==> src/rtl/bus_sink_fifo.sv <==
// First-word-fall-through sink FIFO with a registered upstream ready and a
// sticky checker that flags a source changing or dropping data while stalled.
module bus_sink_fifo #(
    parameter int DATA_W = 8,
    parameter int DEPTH  = 4
) (
    input  logic                     clk,
    input  logic                     rst_n,
    input  logic                     s_valid_i,
    input  logic [DATA_W-1:0]        s_data_i,
    output logic                     s_ready_o,
    output logic                     m_valid_o,
    output logic [DATA_W-1:0]        m_data_o,
    input  logic                     m_ready_i,
    output logic [$clog2(DEPTH):0]   count_o,
    output logic                     proto_err_o
);

    localparam int AW = $clog2(DEPTH);
    localparam int CW = AW + 1;

    logic [DATA_W-1:0] mem_q [DEPTH];
    logic [AW-1:0]     wr_ptr_q, wr_ptr_d;
    logic [AW-1:0]     rd_ptr_q, rd_ptr_d;
    logic [CW-1:0]     count_q, count_d;
    logic              s_ready_q, s_ready_d;
    logic              stall_q, stall_d;
    logic [DATA_W-1:0] hold_data_q, hold_data_d;
    logic              proto_err_q, proto_err_d;
    logic              push, pop, stall_now;

    always_comb begin
        push      = s_valid_i & s_ready_q;
        pop       = (count_q != '0) & m_ready_i;
        wr_ptr_d  = push ? wr_ptr_q + AW'(1) : wr_ptr_q;
        rd_ptr_d  = pop  ? rd_ptr_q + AW'(1) : rd_ptr_q;
        count_d   = count_q + CW'(push) - CW'(pop);
        // Ready looks at the post-edge occupancy, so a full FIFO can never be pushed.
        s_ready_d = (count_d < CW'(DEPTH));
    end

    always_comb begin
        stall_now   = s_valid_i & ~s_ready_q;
        stall_d     = stall_now;
        hold_data_d = stall_now ? s_data_i : hold_data_q;
        proto_err_d = proto_err_q
                    | (stall_q & (~s_valid_i | (s_data_i != hold_data_q)));
    end

    always_ff @(posedge clk or negedge rst_n) begin
        if (!rst_n) begin
            wr_ptr_q    <= '0;
            rd_ptr_q    <= '0;
            count_q     <= '0;
            s_ready_q   <= 1'b0;
            stall_q     <= 1'b0;
            hold_data_q <= '0;
            proto_err_q <= 1'b0;
        end else begin
            wr_ptr_q    <= wr_ptr_d;
            rd_ptr_q    <= rd_ptr_d;
            count_q     <= count_d;
            s_ready_q   <= s_ready_d;
            stall_q     <= stall_d;
            hold_data_q <= hold_data_d;
            proto_err_q <= proto_err_d;
        end
    end

    // Storage is not reset; it is only visible while count_q is non-zero.
    always_ff @(posedge clk) begin
        if (push) begin
            mem_q[wr_ptr_q] <= s_data_i;
        end
    end

    always_comb begin
        m_valid_o   = (count_q != '0);
        m_data_o    = m_valid_o ? mem_q[rd_ptr_q] : '0;
        s_ready_o   = s_ready_q;
        count_o     = count_q;
        proto_err_o = proto_err_q;
    end

endmodule
==> config.mk <==
export PLATFORM = sky130hd
export DESIGN_NAME = bus_sink_fifo
export DESIGN_NICKNAME = d
export VERILOG_FILES = /design/src/rtl/bus_sink_fifo.sv
export SDC_FILE = /design/constraint.sdc
export NUM_CORES = 1
export LEC_CHECK = 0
export CAP_MARGIN = 20
export CORE_ASPECT_RATIO = 1.2
export CORE_MARGIN = 2
export CORE_UTILIZATION = 44
export CTS_BUF_LIST = sky130_fd_sc_hd__clkbuf_4
export DETAILED_ROUTE_END_ITERATION = 12
export GPL_TIMING_DRIVEN = 1
export PLACE_DENSITY = 0.75
export SKIP_LAST_GASP = 1
export SLEW_MARGIN = 15
export SYNTH_ARGS = -nofsm -noshare
export SYNTH_HDL_FRONTEND = slang
export SYNTH_SLANG_ARGS = --single-unit
==> constraint.sdc <==
create_clock -name clk -period 3 [get_ports clk]
set_clock_uncertainty 0.15 [all_clocks]
set_input_delay 0.3 -clock clk [delete_from_list [all_inputs] [get_ports clk]]
set_output_delay 0.3 -clock clk [all_outputs]
set_load 0.01 [all_outputs]
==> flow_metrics.tcl, run 1 <==
set metrics [dict create \
    setup_violations 0 \
    rsz0062_at_grt "no" \
    power_density_nw_per_um2 907 \
    vdd_drop_max_v 0.000574 \
    worstPathCellList "mux4_2, and2_1, clkdlybuf4s50_1" \
    post_drt_via_cell_ratio 4.94 \
    ctsResizeCount 0 \
    total_power_mw 2.23 \
    gp_congestion 0.693 \
    maxSlewViolCount 0 \
    drt-total-wl_mm 3.23 \
    path_clk_slew_ns 0.12 \
    dp_cells 201 \
    crit_fanout 9 \
    cts_setup_buffers 0 \
    rr_worst_depth 10 \
    clockBufferDepth 2 \
    fp.dieH_um 79.5 \
    ant_nets 0 \
    seqCellArea_um2 1410 \
    cts_tree "yes" \
    multiInputGateArea_um2 622 \
    synthesis.nets 138 \
    r2r_start "count_o[2]" \
    yosys_register_bits 50 \
    fin_cells 209 \
    max-cap-violations 0 \
    yosys.area.top_type "edfxtp_1" \
    clock-sinks 50 \
    start_kind "flip-flop" \
    synth_cell_types 23 \
    period_share 0.902 \
    crit_type "flip-flop to output port" \
    slowest_stage "dfrtp_1" \
    start_util 0.455 \
    final_cell_mix "32 x edfxtp_1, 25 x clkdlybuf4s50_1, 18 x dfrtp_1, 10 x xor2_1" \
    p_leak_nw 0.922 \
    grt_usage 0.142 \
    slew_headroom 0.462 \
    dp_hpwl_mm 2.34 \
    worstSetupEndpointType "output port" \
    regToRegEndpoint "count_o[2]" \
    worst_pin_slew_ns 0.805 \
    startpoint "rd_ptr_q[0]" \
    dr.pass1.iters 3 \
    fp.dieW_um 66.9 \
    grt_first_pass_wirelength_mm 5.36 \
    numPortBuffers 25 \
    antenna_found_initial 0 \
    cp_data_required_time_ns 2.55 \
    fin_tns_setup_ns 0 \
    postCtsHoldBufs 0 \
    yosysSeqAreaShare 0.676 \
    fin_nets 169 \
    drc 0 \
    syn_inst 119 \
    clock-root-buffer "clkbuf_4" \
    overflow 0 \
    grt_max_degree 19 \
    synth_area_leaders "edfxtp_1 46%, dfrtp_1 22%, mux4_2 8.6%" \
    cts_buffers 5 \
    timing.fmax_mhz 369 \
    rows 27 \
    min_path_type "input port to async pin" \
    insertion_delay_ns 0.34 \
    grt_pass1_vias 1137 \
    ys.warnings.count 0 \
    die_area_um2 5320 \
    fp.coreArea_um2 4590 \
    syn_avg_cell_area_um2 17.5 \
    wl_per_cell_um 15.5 \
    max_stage_delay_ns 0.72 \
    h-tree-depth 2 \
    outcome "finished, final reports clean" \
    pin_count 26 \
    drive_above_1_share 0.179 \
    first_iter_violations 10 \
    vias 1033 \
    syn_area_um2 2090 \
    num-fill-cells 391 \
    final.min_clock_period_ns 2.71 \
    reg2reg_slack_ns 0.41 \
    hold_violations 0 \
    synth_top_area_frac 0.460 \
    n_antenna_cell 0 \
    hold_slack_ns 0.258 \
    endpoint "m_data_o[1]" \
    syn_to_final_growth_pct 17.6 \
    final_common_cell "edfxtp_1" \
    arrival_ns 2.26 \
]
## metal layers
metal,part of all wire,wire (µm),vias to the layer above,global-route usage
li1,-,-,498,-
met1,0.39,1250,506,0.156
met2,0.55,1790,22,0.257
met3,0.038,123,7,0.0367
met4,0.021,68,0,0.0551
met5,0,0,-,0
## cells in the mapped netlist
library cell / n
mux2_2: 9
buf_2: 1
nor3_1: 1
xnor2_1: 3
and3_1: 4
edfxtp_1: 32
and2_1: 9
nor3b_1: 1
or3_1: 1
nand3_1: 1
nand2_1: 1
a31oi_1: 1
nor4_1: 1
xor2_1: 10
clkbuf_2: 1
mux4_2: 8
nor2b_1: 1
inv_1: 6
buf_6: 2
ha_1: 6
dfrtp_1: 18
fa_1: 1
nor2_1: 1
## registers in the layout, summed over array words and instances (netlist names)
| name | cells |
|---|---|
| hold_data_q | 8 |
| count_o | 3 |
| proto_err_o | 1 |
| rd_ptr_q | 2 |
| mem_q | 32 |
| wr_ptr_q | 2 |
| stall_q | 1 |
| s_ready_o | 1 |
## worst min path at each step
stage                    from              to  slack, ns  cells after the start
2_1_floorplan           rst_n      count_o[0]      -0.15                      0
3_3_place_gp       count_o[2]       s_ready_o       0.34                      1
3_5_place_dp   hold_data_q[3]  hold_data_q[3]       0.37                      1
4_1_cts                 rst_n  hold_data_q[4]       0.28                      1
5_1_grt                 rst_n     rd_ptr_q[1]       0.32                      1
6_report                rst_n  hold_data_q[4]       0.26                      1
## worst max-delay path: cells and delay by family, from the launching register on
kind / cells / cell delay, ns
flip-flops: 1 / 0.72
buffers and inverters: 1 / 0.46
AND/OR/NAND/NOR: 1 / 0.16
multiplexers: 1 / 0.57
## cell type report
class / count / area share
clock inverter: 2 / 0.00357
clock buffer: 6 / 0.0183
multi-input combinational: 59 / 0.253
tap: 58 / 0.0296
timing repair buffer: 28 / 0.111
inverter: 6 / 0.00917
sequential: 50 / 0.575
## kinds of logic (layout without fill, tap and decap cells)
| kind of cell | Yosys count | in the layout | share of synthesized area |
|---|---|---|---|
| adder cells (fa/ha/maj) | 7 | 7 | 0.0455 |
| AND/OR/NAND/NOR | 21 | 21 | 0.0599 |
| multiplexers | 17 | 17 | 0.135 |
| buffers and inverters | 10 | 42 | 0.0264 |
| AO/OA/AOI/OAI | 1 | 1 | 0.00300 |
| XOR/XNOR | 13 | 13 | 0.0545 |
| flip-flops | 50 | 50 | 0.676 |
## power by group
part	switching (mW)	internal [mW]	total (mW)
registers	0.160	0.921	1.08
clock network	0.183	0.0974	0.280
logic	0.336	0.529	0.866
## through the flow
stage | cell area [µm²] | setup WS [ns] | util
CTS | 2450 | 0.221 | 0.534
global route | 2450 | 0.149 | 0.534
detailed placement | 2400 | 0.328 | 0.523
floorplan | 2090 | 0.475 | -
finish | 2450 | 0.293 | 0.534
global placement | 2400 | 0.438 | 0.523
(Power assumes the default switching activity.)
==> run 2: changes to the inputs <==
- SKIP_CTS_REPAIR_TIMING: default -> 1
==> results of run 2 <==
Same layout as run 1: the final DEF is identical, and so are final timing and power.
